--- src/rtl/mix_columns_pkg.sv ---
// Shared AES GF(2^8) constants and helpers for the MixColumns datapath.
package mix_columns_pkg;

  localparam int unsigned STATE_W = 128;
  localparam int unsigned COL_W   = 32;
  localparam int unsigned BYTE_W  = 8;

  localparam logic [BYTE_W-1:0] AES_RED = 8'h1B;

  // Multiply by x modulo x^8+x^4+x^3+x+1.
  function automatic logic [BYTE_W-1:0] xtime(input logic [BYTE_W-1:0] a);
    return {a[BYTE_W-2:0], 1'b0} ^ (a[BYTE_W-1] ? AES_RED : 8'h00);
  endfunction

  // Multiply by a small constant (up to 0x0f) via shift-and-add.
  function automatic logic [BYTE_W-1:0] gf_mul_const(input logic [BYTE_W-1:0] a,
                                                     input logic [3:0]        k);
    logic [BYTE_W-1:0] p;
    logic [BYTE_W-1:0] t;
    p = '0;
    t = a;
    for (int i = 0; i < 4; i++) begin
      if (k[i]) p = p ^ t;
      t = xtime(t);
    end
    return p;
  endfunction

endpackage

--- src/rtl/mix_single_column.sv ---
// One AES column through MixColumns / InvMixColumns; byte s0 in bits [31:24].
module mix_single_column
  import mix_columns_pkg::*;
#(
  parameter bit INV_EN = 1'b1
) (
  input  logic [COL_W-1:0] col_i,
  input  logic             inverse_i,
  output logic [COL_W-1:0] col_o_c
);

  logic [BYTE_W-1:0] s0, s1, s2, s3;
  logic [BYTE_W-1:0] u, v;
  logic [BYTE_W-1:0] p0, p1, p2, p3;

  // Inverse = forward matrix applied to a column pre-multiplied by {05,00,04,00} circulant.
  always_comb begin
    s0 = col_i[31:24];
    s1 = col_i[23:16];
    s2 = col_i[15:8];
    s3 = col_i[7:0];
    u  = xtime(xtime(s0 ^ s2));
    v  = xtime(xtime(s1 ^ s3));
    p0 = s0;
    p1 = s1;
    p2 = s2;
    p3 = s3;
    if (INV_EN && inverse_i) begin
      p0 = s0 ^ u;
      p1 = s1 ^ v;
      p2 = s2 ^ u;
      p3 = s3 ^ v;
    end
    col_o_c = {gf_mul_const(p0, 4'd2) ^ gf_mul_const(p1, 4'd3) ^ p2 ^ p3,
               p0 ^ gf_mul_const(p1, 4'd2) ^ gf_mul_const(p2, 4'd3) ^ p3,
               p0 ^ p1 ^ gf_mul_const(p2, 4'd2) ^ gf_mul_const(p3, 4'd3),
               gf_mul_const(p0, 4'd3) ^ p1 ^ p2 ^ gf_mul_const(p3, 4'd2)};
  end

endmodule

--- src/rtl/mix_columns.sv ---
// Registered AES MixColumns / InvMixColumns over a full 128-bit state.
// MSB-first row-major bytes: s[r][c] is byte 4r+c counted from the top of the vector.
module mix_columns
  import mix_columns_pkg::*;
#(
  parameter bit INV_EN = 1'b1
) (
  input  logic               clk,
  input  logic               reset,
  input  logic               in_valid,
  input  logic               inverse,
  input  logic [STATE_W-1:0] state,
  output logic [STATE_W-1:0] new_state,
  output logic               out_valid
);

  logic [STATE_W-1:0] state_d;
  logic [STATE_W-1:0] state_q;
  logic               valid_q;

  // Gather column c from the four rows, mix it, scatter it back.
  for (genvar c = 0; c < 4; c++) begin : g_col
    logic [COL_W-1:0] col_in;
    logic [COL_W-1:0] col_out;

    assign col_in = {state[STATE_W-1-8*c      -: 8],
                     state[STATE_W-1-32-8*c   -: 8],
                     state[STATE_W-1-64-8*c   -: 8],
                     state[STATE_W-1-96-8*c   -: 8]};

    mix_single_column #(.INV_EN(INV_EN)) u_col (
      .col_i     (col_in),
      .inverse_i (inverse),
      .col_o_c   (col_out)
    );

    assign state_d[STATE_W-1-8*c    -: 8] = col_out[31:24];
    assign state_d[STATE_W-1-32-8*c -: 8] = col_out[23:16];
    assign state_d[STATE_W-1-64-8*c -: 8] = col_out[15:8];
    assign state_d[STATE_W-1-96-8*c -: 8] = col_out[7:0];
  end

  always_ff @(posedge clk or negedge reset) begin
    if (!reset) begin
      state_q <= '0;
      valid_q <= 1'b0;
    end else begin
      valid_q <= in_valid;
      if (in_valid) state_q <= state_d;
    end
  end

  assign new_state = state_q;
  assign out_valid = valid_q;

endmodule

--- config.mk ---
export PLATFORM = sky130hd
export DESIGN_NAME = mix_columns
export DESIGN_NICKNAME = d
export VERILOG_FILES = /design/src/rtl/mix_columns_pkg.sv /design/src/rtl/mix_single_column.sv /design/src/rtl/mix_columns.sv
export SDC_FILE = /design/constraint.sdc
export NUM_CORES = 1
export LEC_CHECK = 0
export CAP_MARGIN = 10
export CORE_ASPECT_RATIO = 0.9
export CORE_MARGIN = 5
export CORE_UTILIZATION = 50
export DETAILED_ROUTE_END_ITERATION = 8
export PLACE_DENSITY = 0.87
export SLEW_MARGIN = 20
export SYNTH_ARGS = -nofsm -noshare
export SYNTH_HDL_FRONTEND = slang
export SYNTH_SLANG_ARGS = --single-unit
--- constraint.sdc ---
create_clock -name clk -period 2.5 [get_ports clk]
set_clock_uncertainty 0.1 [all_clocks]
set_input_delay 0.5 -clock clk [delete_from_list [all_inputs] [get_ports clk]]
set_output_delay 0.5 -clock clk [all_outputs]
set_load 0.01 [all_outputs]
Word level (Yosys, flattened, before mapping):

Cells that the tools add are included.

* mux-type cells: 48
* bitwise logic cells: 120

Operators with widths (count)
* 8-bit XOR: 120
* 5-bit 2-to-1 mux: 32
* 8-bit 2-to-1 mux: 16

* register bits: 129
* input port bits: 132
* output and inout bits: 129
* logic and storage cells: 170

Depth between registers and ports, before layout:

* depth after elaboration: 13
* gate-level depth with buffers: 10
* gate-level depth less buffers: 7

Modules after synthesis:

Synthesis repeated with hierarchy kept, for this count alone.

* cell total of the unflattened synthesis: 998
* area total of the unflattened synthesis: 12320.6 sq um

Modules (own cells, without submodules)
* mix_single_column at g_col[1].u_col ...: instances 3, cells an instance 181, area an instance 1873.0 sq um, sequential area each 0.0 sq um
* mix_columns: instances 1, cells an instance 271, area an instance 4847.1 sq um, sequential area each 3228.1 sq um
* mix_single_column at g_col[0].u_col: instances 1, cells an instance 184, area an instance 1854.3 sq um, sequential area each 0.0 sq um

Least setup slack after synthesis:

Ideal clock, no wire load.

* path type: input port to flip-flop
* from: in state[30]
* to: reg state_q[125] (netlist: new_state[125])
* library setup time: 0.125 ns
* data arrival time: 2.664 ns
* required time: 2.275 ns
* path slack: -0.389 ns
* cell stages on the path: 7
* buffers on the path: 0
* cells stage by stage: xnor2_2 xnor3_2 xnor2_2 or3_2 and2_1 xnor3_1 mux2_2

* word-level cells in the longest chain between the ends: 11

RTL lines
* start: declaration: RTL line mix_columns.sv:12 `input logic [STATE_W-1:0] state,`
* 8-bit XOR: RTL line mix_single_column.sv:23 `v = xtime(xtime(s1 ^ s3));`
* 8-bit XOR: RTL line mix_columns_pkg.sv:12 `return {a[BYTE_W-2:0], 1'b0} ^ (a[BYTE_W-1] ? AES_RED : 8'h00);`
* 5-bit 2-to-1 mux: RTL line mix_columns_pkg.sv:12
* 8-bit XOR: RTL line mix_columns_pkg.sv:12
* 8-bit XOR: RTL line mix_single_column.sv:30 `p1 = s1 ^ v;`
* 8-bit 2-to-1 mux: RTL line mix_single_column.sv:28 `if (INV_EN && inverse_i) begin`
* 8-bit XOR: RTL line mix_columns_pkg.sv:12
* 8-bit XOR: RTL line mix_columns_pkg.sv:23 `if (k[i]) p = p ^ t;`
* 8-bit XOR (3 in series): RTL line mix_single_column.sv:34 `col_o_c = {gf_mul_const(p0, 4'd2) ^ gf_mul_const(p1, 4'd3) ^ p2 ^ p3,`
* end signal: assignment: RTL line mix_columns.sv:49 `if (in_valid) state_q <= state_d;`
* end: declaration: RTL line mix_columns.sv:18 `logic [STATE_W-1:0] state_q;`

Every way passes these cells.
A chain may end at the register's enable or synchronous reset.

Final worst setup path:

* from: in state[125]
* to: reg state_q[28] (netlist: new_state[28])

* word-level cells in the longest chain between the ends: 11

RTL lines
* 8-bit XOR: RTL line mix_single_column.sv:22 `u = xtime(xtime(s0 ^ s2));`
* 8-bit XOR (2 in series): RTL line mix_columns_pkg.sv:12
* 8-bit XOR: RTL line mix_single_column.sv:29 `p0 = s0 ^ u;`
* 8-bit 2-to-1 mux: RTL line mix_single_column.sv:28
* 5-bit 2-to-1 mux: RTL line mix_columns_pkg.sv:12
* 8-bit XOR: RTL line mix_columns_pkg.sv:12
* 8-bit XOR: RTL line mix_columns_pkg.sv:23
* 8-bit XOR (3 in series): RTL line mix_single_column.sv:37 `gf_mul_const(p0, 4'd3) ^ p1 ^ p2 ^ gf_mul_const(p3, 4'd2)};`

Every way passes these cells.

==> results_dict.tcl <==
set metrics [dict create \
    areaGrowthSynthToFinish_pct 69.7 \
    grt.total_usage 0.340 \
    die_area_sq_um 27000 \
    io_pins 261 \
    internal-power_mw 11.6 \
    p_leak_nw 9.45 \
    hold_depth 2 \
    ys_warn_count 0 \
    synth.most_common_cell "xnor2_1" \
    synth_cell_types 47 \
    ys_seq_elements 129 \
    max_cap_viol_count 0 \
    placedCellCount 2017 \
    netSwitchingFraction 0.391 \
    pwr-share-comb 0.657 \
    ir_drop_mv 0.852 \
    die_x_microns 173 \
    gp_congestion 0.942 \
    finalSetupViolCount 28 \
    syn-instance-count 1105 \
    ant_nets 0 \
    crit_top_cell "xnor2_2" \
    synth_top_area_share 0.271 \
    ff_latch_area_sq_um 3230 \
    rsz0062_at_grt "true" \
    synth_nets 1237 \
    min_period_over_period 1.07 \
    route.met3.wl_microns 4770 \
    syn_area_per_cell_sq_um 10.8 \
    sequentialPowerShare 0.199 \
    drt_iter0_drc 972 \
    layout_setup_ws_ns -0.181 \
    multi_input_area_sq_um 9980 \
    initial_core_util 0.509 \
    clock-root-buffer "clkbuf_16" \
    switching_power_mw 7.45 \
    startpoint_type "input port" \
    overflow 0 \
    antenna_found_initial 1 \
    design.core.area_sq_um 23400 \
    pre_cts_slack_ns -0.816 \
    vias_per_cell 5.64 \
    r2r-end "new_state[62]" \
    path_clk_slew_ns 0.06 \
    cts_tree "yes" \
    grt_pass1_wl_microns 72100 \
    fmax_mhz 373 \
    worstPathArrival_ns 2.92 \
    hold_viol 0 \
    hold_slack_ns 0.408 \
    vias 11920 \
    relSlewSlack 0.606 \
    crit_path_end "new_state[28]" \
    path_cells "dlygate4sd2_1, xnor2_2, o21ai_0, and2_1, xor2_1, xnor2_2, or4bb_1, o221ai_2" \
    die_height_microns 156 \
    synthesis.area_sq_um 11900 \
    power_mw 19.0 \
    worstSetupEndpointType "flop" \
    worst_pin_slew_ns 0.589 \
    yosys-top-cells-count "xnor2_1, xor2_1, dfrtp_1" \
    first_pass_iters 5 \
    synth_ff_type "dfrtp_1" \
    clockPowerShare 0.144 \
    critPathMaxFanout 3 \
    cts_sinks 129 \
    cpMaxStageDelayCell "or4bb_1" \
    outcome "finished, violations left" \
    routedWlPerCell_microns 25.0 \
    min_period_ns 2.68 \
    r2r_slack_ns 1.55 \
    wl_met1_microns 18600 \
    r2r_start "new_state[62]" \
    seq_area_frac_synth 0.271 \
    numCtsBuffers 17 \
    startpoint "state[125]" \
    critPathKind "in -> reg" \
    synth_area_leader_cell "dfrtp_1" \
    power_density_nw_per_um2 942 \
    grt_max_degree 92 \
    grt_pass1_vias 12392 \
    clk_latency_ns 0.43 \
    clock_path_buffers 2 \
    ys_top_cells_by_area "dfrtp_1, xnor2_1, xor2_1" \
    hold_class "reg -> reg" \
    required_ns 2.74 \
    synth_edf_count 0 \
    wl_met2_microns 25900 \
    rows 53 \
    synthArstFlopShare 1.00 \
    violations "negative setup slack" \
    worst-r2r-cell-count 2 \
    hpwl_microns 31500 \
    report.final.slew_viol_count 0 \
    stdcell_count 2115 \
    final_layout_size_suffix_gt1_frac 0.415 \
    max_stage_delay_ns 0.53 \
    layout.nets 1930 \
    port_buffers 260 \
    post-route-drc-count 0 \
    wirelength_microns 52800 \
    nFillCells 979 \
    cts-htree-levels 4 \
    routed.top_layer "met4" \
]
critical path: cells and delay by family:
family                 cells  cell delay, ns
buffers and inverters      1            0.31
AND/OR/NAND/NOR            2            0.91
AO/OA/AOI/OAI              2            0.50
XOR/XNOR                   3            0.70
logic make-up after synthesis:
| group | share of synthesized area |
|---|---|
| and+or+nand+nor | 0.0656 |
| AOI/OAI and AO/OA | 0.0543 |
| buffers and inverters | 0.0167 |
| DFF | 0.271 |
| muxes | 0.0321 |
| xor gates and xnor gates | 0.560 |
power groups by stage:
stage | combinational (mW) | sequential (mW) | clock, mW
2_1_floorplan | 5.50 | 4.09 | 0
3_5_place_dp | 10.8 | 3.72 | 0
3_3_place_gp | 10.4 | 3.67 | 0
5_1_grt | 13.0 | 3.87 | 2.85
6_report | 12.5 | 3.78 | 2.75
4_1_cts | 11.4 | 3.71 | 2.74
cells in the final DEF (no fill, tap or decap), types with 25 or more instances in the layout:
cell / count
dfrtp_1: 129
xor2_1: 128
xnor2_1: 243
buf_4: 437
nor2_1: 96
dlymetal6s2s_1: 26
a21oi_1: 87
nand2_1: 43
mux2_2: 28
clkdlybuf4s50_1: 169
xnor3_1: 61
xor2_4: 25
xor2_2: 47
clkbuf_2: 26
xnor2_2: 44
layout make-up:
| class | count | share of cell area |
|---|---|---|
| inverter | 6 | 0.00111 |
| clock inverter | 14 | 0.00879 |
| sequential | 129 | 0.160 |
| clock buffer | 18 | 0.0217 |
| antenna | 2 | 0.000248 |
| timing repair buffer | 712 | 0.296 |
| tap | 302 | 0.0187 |
| multi-input combinational | 932 | 0.494 |
per-stage QoR:
stage / setup TNS, ns / instance area (sq um) / util
3_3_place_gp: -53.21 / 18000 / 0.768
6_report: -1.11 / 20200 / 0.864
2_1_floorplan: -0.136 / 12200 / -
4_1_cts: -0.0761 / 19400 / 0.828
3_5_place_dp: -64.00 / 18000 / 0.768
5_1_grt: -3.04 / 20200 / 0.863
worst min-delay path by stage:
stage                      to  slack [ns]      startpoint
6_report       new_state[124]        0.41  new_state[124]
3_3_place_gp    new_state[76]        0.39   new_state[76]
3_5_place_dp   new_state[124]        0.38  new_state[124]
4_1_cts             out_valid        0.40        in_valid
2_1_floorplan    new_state[0]        0.10           reset
5_1_grt             out_valid        0.43        in_valid
registers in the layout, summed over array words and instances, names as in the netlist:
name / count
new_state: 128
out_valid: 1
routing by layer:
layer  vias to the layer above  global-route usage
met5                         -                   0
met2                       874               0.601
met4                         0               0.143
met3                       297              0.0809
met1                      5818               0.402
li1                       4931                   -
repair_timing:
item                                    in CTS  in global routing
pin swaps                                   83                104
hold buffers                                 1                  0
endpoints found under the hold margin       52                  0
buffers inserted                            33                 31
gates resized for setup                    170                205
endpoints found under the setup margin      94                 74
No activity file was read; power rests on OpenSTA's default activity.
